<file path="src/rtl/serial_addsub_pkg.sv">
// Shared types and constants for the bit-serial adder/subtractor.
package serial_addsub_pkg;

  typedef enum logic [1:0] {
    IDLE,
    SHIFT,
    DONE
  } state_t;

  localparam logic MODE_ADD = 1'b0;
  localparam logic MODE_SUB = 1'b1;

endpackage

</file>
<file path="src/rtl/serial_addsub_full_adder.sv">
// Single-bit full adder cell; the only arithmetic in the serial datapath.
module full_adder (
  input  logic a,
  input  logic b,
  input  logic cin,
  output logic sum,
  output logic cout
);

  assign sum  = a ^ b ^ cin;
  assign cout = (a & b) | (cin & (a ^ b));

endmodule

</file>
<file path="src/rtl/serial_addsub.sv">
// Bit-serial add/subtract: one operand bit per clock, LSB first, through one full adder.
// Subtraction is a + ~b + 1, so the reported carry is inverted to read as a borrow.
module serial_addsub
  import serial_addsub_pkg::*;
#(
  parameter int WIDTH = 4
) (
  input  logic             clk,
  input  logic             rst_n,
  input  logic             start,
  input  logic             mode,
  input  logic [WIDTH-1:0] a,
  input  logic [WIDTH-1:0] b,
  output logic             busy,
  output logic             done,
  output logic [WIDTH-1:0] result,
  output logic             carry
);

  localparam int CW = $clog2(WIDTH + 1);
  localparam logic [CW-1:0] LAST_BIT = CW'(WIDTH - 1);

  state_t           state;
  state_t           state_nxt;
  logic [CW-1:0]    cnt;
  logic [WIDTH-1:0] a_sr;
  logic [WIDTH-1:0] b_sr;
  logic [WIDTH-1:0] res_sr;
  logic [WIDTH-1:0] res_shifted;
  logic             cin_r;
  logic             mode_r;
  logic             fa_sum;
  logic             fa_cout;

  full_adder u_fa (
    .a    (a_sr[0]),
    .b    (b_sr[0]),
    .cin  (cin_r),
    .sum  (fa_sum),
    .cout (fa_cout)
  );

  assign res_shifted = {fa_sum, res_sr[WIDTH-1:1]};

  always_ff @(posedge clk or negedge rst_n) begin
    if (!rst_n) begin
      state <= IDLE;
    end else begin
      state <= state_nxt;
    end
  end

  always_comb begin
    state_nxt = state;
    case (state)
      IDLE:    if (start) state_nxt = SHIFT;
      SHIFT:   if (cnt == LAST_BIT) state_nxt = DONE;
      DONE:    state_nxt = IDLE;
      default: state_nxt = IDLE;
    endcase
  end

  // Operands are captured at accept so later input changes cannot disturb the operation.
  always_ff @(posedge clk or negedge rst_n) begin
    if (!rst_n) begin
      cnt    <= '0;
      a_sr   <= '0;
      b_sr   <= '0;
      res_sr <= '0;
      cin_r  <= 1'b0;
      mode_r <= 1'b0;
      result <= '0;
      carry  <= 1'b0;
    end else begin
      case (state)
        IDLE: begin
          if (start) begin
            a_sr   <= a;
            b_sr   <= (mode == MODE_ADD) ? b : ~b;
            cin_r  <= (mode == MODE_SUB);
            mode_r <= mode;
            cnt    <= '0;
            res_sr <= '0;
          end
        end
        SHIFT: begin
          a_sr   <= a_sr >> 1;
          b_sr   <= b_sr >> 1;
          res_sr <= res_shifted;
          cin_r  <= fa_cout;
          cnt    <= cnt + CW'(1);
          if (cnt == LAST_BIT) begin
            result <= res_shifted;
            carry  <= fa_cout ^ mode_r;
          end
        end
        default: begin
        end
      endcase
    end
  end

  assign busy = (state == SHIFT);
  assign done = (state == DONE);

endmodule

</file>
<file path="config.mk">
export PLATFORM = sky130hd
export DESIGN_NAME = serial_addsub
export DESIGN_NICKNAME = d
export VERILOG_FILES = /design/src/rtl/serial_addsub_pkg.sv /design/src/rtl/serial_addsub_full_adder.sv /design/src/rtl/serial_addsub.sv
export SDC_FILE = /design/constraint.sdc
export NUM_CORES = 1
export LEC_CHECK = 0
export ABC_AREA = 0
export CAP_MARGIN = 15
export CELL_PAD_IN_SITES_DETAIL_PLACEMENT = 1
export CELL_PAD_IN_SITES_GLOBAL_PLACEMENT = 1
export CORE_ASPECT_RATIO = 1.5
export CORE_MARGIN = 1
export CORE_UTILIZATION = 35
export DETAILED_ROUTE_END_ITERATION = 8
export DONT_BUFFER_PORTS = 1
export PLACE_DENSITY = 0.69
export SETUP_SLACK_MARGIN = 0.4
export SLEW_MARGIN = 20
export SYNTH_ARGS = -nofsm -noshare
export SYNTH_HDL_FRONTEND = slang
export SYNTH_SLANG_ARGS = --single-unit
</file>
<file path="constraint.sdc">
create_clock -name clk -period 1.5 [get_ports clk]
set_input_delay 0.3 -clock clk [delete_from_list [all_inputs] [get_ports clk]]
set_output_delay 0.3 -clock clk [all_outputs]
set_load 0.005 [all_outputs]
</file>
==> results_dict.tcl, run 1 <==
set metrics [dict create \
    wl_um 2670 \
    ios 19 \
    tritoncts "built" \
    path_clk_slew_ns 0.09 \
    max_freq_mhz 709 \
    nNetsFinal 131 \
    gr-usage-all-layers_pct 17.5 \
    maxCapViolCount 0 \
    first_pass_iters 3 \
    rr_worst_depth 5 \
    rsz0062_at_grt "yes" \
    p_per_area_nw_per_um2 2100 \
    period_needed_ns 1.41 \
    grt_pass1_vias 789 \
    drtAntennaViolNets 0 \
    drive_gt1_share_pct 47.8 \
    cp.depth 5 \
    drv_slew 0 \
    synth.ff_latch_count 23 \
    cts_inserted_buffers 3 \
    drt_iter0_drc 11 \
    startpoint "cnt[0]" \
    initial_core_util_pct 37.9 \
    criticalPathCategory "register to register" \
    grtUsageMet2_pct 31.1 \
    r2r-end "result[3]" \
    final_common_cell "dfrtp_1" \
    overflow 0 \
    slowest_delay_ns 0.40 \
    wl_per_cell_um 17.6 \
    grt_max_degree 24 \
    clockBufferDepth 2 \
    die_h_um 68.6 \
    critPathBufInv 1 \
    io_buffers 0 \
    yosysWarningCount 0 \
    rrSetupSlack_ns 0.09 \
    slew_headroom_pct 83.2 \
    htree_levels 1 \
    final_cell_mix "dfrtp_1, nand2_1, buf_4" \
    synthFlopType "dfrtp_1" \
    core-area_um2 2730 \
    stdcell_count 152 \
    path_delay_family "flip-flops" \
    place_area_um2 1140 \
    cts_sinks 23 \
    fillCellCount 281 \
    grt_use_met3_pct 3.13 \
    final-setup-viol-count 0 \
    dpl.hpwl_um 1550 \
    async_reset_ff_share_pct 100 \
    hold_viol 0 \
    grt_busiest_layer "met2" \
    power_leakage_nw 0.679 \
    worst_r2r_startpoint "cnt[0]" \
    crit_end "result[3]" \
    holdPathStages 2 \
    fin_total_pwr_mw 3.07 \
    num_vias 802 \
    hold_path.class "primary input to register" \
    cts_root_buf "clkbuf_8" \
    area_delta_synth_final_pct 41.4 \
    die-area_um2 3190 \
    path_cells "ha_2 -> ha_4 -> nand3b_1 -> buf_6 -> mux2_4" \
    grt_use_met1_pct 20.5 \
    gp_congestion 0.688 \
    synthCells 93 \
    fin_crit_sh_pct 94.1 \
    dp_cells 130 \
    tightestPinTransition_ns 0.250 \
    synth_nets 108 \
    final_area_um2 1470 \
    irDropWorstVdd_v 0.000903 \
    seq_area_frac_synth_pct 55.6 \
    yosys.cell_types.count 27 \
    avgSynthCellArea_um2 11.1 \
    arrival_ns 1.56 \
    dieWidth_um 46.4 \
    vias_per_cell 5.28 \
    worst-path-max-fanout 6 \
    slowest_stage "dfrtp_1" \
    startpoint_type "register" \
    drc 0 \
    antenna_found_initial 0 \
    finalSetupTns_ns 0 \
    diodes 0 \
    skew_ns 0.00676 \
    required_ns 1.65 \
    rows 23 \
    endpoint_kind "register" \
    synth.cell_area_um2 1040 \
    status "completed" \
    synth_enable_flop_cells 0 \
    worstSkewPairLatency_ns 0.26 \
    grt_first_pass_wirelength_um 3930 \
]
==> cell families after synthesis <==
group	share of synthesized area [%]
compound gates	11.0
xor+xnor	4.23
fa+ha+maj	4.35
buf+inv	3.74
flops	55.6
mux	4.35
simple gates	16.8
==> flip-flops by register name (all words and copies together) (netlist names) <==
register	cells
res_sr	3
result	4
b_sr	4
cnt	3
a_sr	4
carry	1
mode_r	1
cin_r	1
state	2
==> metrics by stage <==
| stage | setup WS [ns] | util, % | hold WS [ns] |
|---|---|---|---|
| floorplan | 0.117 | - | 0.00441 |
| global placement | 0.0854 | 41.6 | 0.00496 |
| detailed placement | 0.0321 | 41.6 | 0.00503 |
| CTS | 0.109 | 47.0 | -0.285 |
| global route | 0.0210 | 53.6 | 0.144 |
| finish | 0.0891 | 53.6 | 0.144 |
==> routing by layer <==
layer  vias to the layer above  wire length [µm]
met1                       412              1040
li1                        368                 -
met3                         4                94
met2                        18              1520
met4                         0                18
met5                         -                 0
==> worst min path at each step <==
stage | start | endpoint | slack [ns]
2_1_floorplan | rst_n | a_sr[0] | 0.004
3_3_place_gp | rst_n | cnt[2] | 0.005
3_5_place_dp | rst_n | cnt[2] | 0.005
4_1_cts | rst_n | cnt[2] | -0.28
5_1_grt | a[3] | a_sr[3] | 0.14
6_report | a[3] | a_sr[3] | 0.14
==> area by class of cell <==
class | instances | area (µm²) | share of cell area (%)
Clock inverter | 1 | 5.00 | 0.342
Timing Repair Buffer | 21 | 224 | 15.3
Multi-Input combinational cell | 64 | 554 | 37.8
Tap cell | 37 | 46.3 | 3.16
Inverter | 3 | 16.3 | 1.11
Clock buffer | 3 | 41.3 | 2.82
Sequential cell | 23 | 578 | 39.5
==> cells in the mapped netlist, types with 2 or more instances <==
master   count  area, µm²
o21ai_0      7       35.0
nor2_1       3       11.3
a21oi_1      3       15.0
dfrtp_1     23        576
inv_1        2       7.51
nand2_1     15       56.3
a221o_1      4       40.0
and3b_1      3       26.3
mux2_2       4       45.0
ha_1         2       25.0
xnor2_1      5       43.8
nand3_1      7       35.0
==> power by group <==
part	internal [mW]	leakage (nW)	switching, mW	total, mW
combinational	0.860	0.363	0.688	1.55
sequential	0.890	0.290	0.244	1.13
clock	0.185	0.0255	0.205	0.390
==> timing repair <==
action / CTS / global route
gates resized for setup: 13 / 22
endpoints found under the setup margin: 25 / 25
endpoints found under the hold margin: 23 / 23
pin swaps: 4 / 7
buffers inserted: 6 / 8
gates cloned: 1 / 1
No activity file was read; power rests on OpenSTA's default activity.
==> run 2: changes to the inputs <==
--- a/config.mk
+++ b/config.mk
@@ -15,7 +15,6 @@
 export DETAILED_ROUTE_END_ITERATION = 8
 export DONT_BUFFER_PORTS = 1
 export PLACE_DENSITY = 0.69
-export SETUP_SLACK_MARGIN = 0.4
 export SLEW_MARGIN = 20
 export SYNTH_ARGS = -nofsm -noshare
 export SYNTH_HDL_FRONTEND = slang
==> results_dict.tcl, run 2 (synthesis results as in run 1) <==
set metrics [dict create \
    final_util_pct 43.0 \
    gp_congestion 0.688 \
    die_h_um 68.6 \
    p_per_area_nw_per_um2 2060 \
    drc 0 \
    rows 23 \
    stdcell_count 136 \
    startpoint "cnt[1]" \
    clockBufferDepth 2 \
    hold_path.class "primary input to asynchronous set/reset pin" \
    worstSkewPairLatency_ns 0.27 \
    hold_viol 5 \
    drv_slew 0 \
    overflow 0 \
    status "finished with violations" \
    rsz0062_at_grt "yes" \
    cts_sinks 23 \
    htree_levels 1 \
    core-area_um2 2730 \
    cts_root_buf "clkbuf_8" \
    initial_core_util_pct 37.9 \
    drtAntennaViolNets 0 \
    worst_r2r_startpoint "cnt[1]" \
    grt_pass1_vias 845 \
    gr-usage-all-layers_pct 17.7 \
    dieWidth_um 46.4 \
    first_pass_iters 3 \
    final-setup-viol-count 0 \
    nNetsFinal 115 \
    area_delta_synth_final_pct 13.4 \
    diodes 0 \
    reg_top3 "a_sr (4), b_sr (4), result (4)" \
    violations "negative hold slack" \
    path_clk_slew_ns 0.08 \
    num_vias 727 \
    grt_max_degree 24 \
    max_freq_mhz 683 \
    drive_gt1_share_pct 18.2 \
    grt_first_pass_wirelength_um 3880 \
    final_common_cell "dfrtp_1" \
    pre_cts_slack_ns -0.0174 \
    rr_worst_depth 4 \
    maxCapViolCount 0 \
    arrival_ns 1.61 \
    drt_iter0_drc 5 \
    dp_cells 129 \
    fin_hold_ws_ns -0.00509 \
    dpl.hpwl_um 1610 \
    fin_crit_sh_pct 97.6 \
    slew_headroom_pct 65.2 \
    antenna_found_initial 0 \
    final_cell_mix "dfrtp_1, nand2_1, nand3_1" \
    wl_um 2270 \
    irDropWorstVdd_v 0.000837 \
    wl_per_cell_um 16.7 \
    vias_per_cell 5.35 \
    criticalPathCategory "register to register" \
    required_ns 1.65 \
    endpoint_kind "register" \
    io_buffers 0 \
    startpoint_type "register" \
    cts_inserted_buffers 3 \
    die-area_um2 3190 \
    ios 19 \
    rrSetupSlack_ns 0.04 \
    tightestPinTransition_ns 0.522 \
    skew_ns 0.00750 \
    r2r-end "result[0]" \
    power_leakage_nw 0.566 \
    period_needed_ns 1.46 \
    fin_total_pwr_mw 2.42 \
    tritoncts "built" \
    worst-path-max-fanout 5 \
    final.setup.worst_slack_ns 0.0357 \
]
==> run 2: cell types whose count changed in the layout (fill, tap and decap cells not counted), sizes merged <==
cell and change:
buf -13, clkinv -1, dlygate4sd3 -1, or3b -1
==> run 2: how the worst max path moves through the flow <==
stage	cells past startpoint	end	slack, ns
after floorplan	4	result[0]	0.09
after global placement	4	result[0]	0.07
after detailed placement	4	result[0]	-0.02
after CTS	4	result[0]	-0.008
after global routing	4	result[0]	-0.009
final	4	result[0]	0.04
==> run 2: metrics by stage <==
step / hold WS [ns] / area [µm²] / setup TNS (ns)
floorplan: 0.00441 / 1040 / 0
global placement: 0.00481 / 1080 / 0
detailed placement: 0.00484 / 1080 / -0.0296
CTS: 0.140 / 1140 / -0.00754
global route: 0.0306 / 1170 / -0.00954
finish: -0.00509 / 1170 / 0
==> run 2: routing by layer <==
| metal | routed length (µm) | global-route usage, % | vias up |
|---|---|---|---|
| li1 | - | - | 328 |
| met1 | 922 | 18.3 | 380 |
| met2 | 1230 | 31.9 | 15 |
| met3 | 53 | 1.56 | 4 |
| met4 | 63 | 12.1 | 0 |
| met5 | 0 | 0 | - |
==> run 2: what timing repair did <==
| action | CTS | global route |
|---|---|---|
| setup buffers | 1 | 1 |
| hold buffers | 1 | 0 |
| endpoints found under the setup margin | 4 | 5 |
| resized for setup | 0 | 9 |
| pin swaps | 0 | 1 |
| endpoints found under the hold margin | 23 | 0 |
==> run 2: cell type report <==
type	instances	area [µm²]
multi-input combinational	63	452
tap	37	46.3
fill	291	1560
sequential	23	576
timing repair buffer	6	42.5
clock buffer	4	45.0
inverter	3	13.8
==> run 2: power by group <==
group          switching (mW)  internal, mW  total [mW]
Combinational           0.462         0.463       0.925
Sequential              0.224         0.885        1.11
Clock                   0.200         0.190       0.390
Total                   0.886          1.54        2.42
==> run 2: worst max-delay path, stage by stage, from the launching register on <==
cell and delay [ns]:
dfrtp_1 0.39, ha_2 0.20, ha_4 0.16, nand3b_1 0.26, mux2_4 0.34
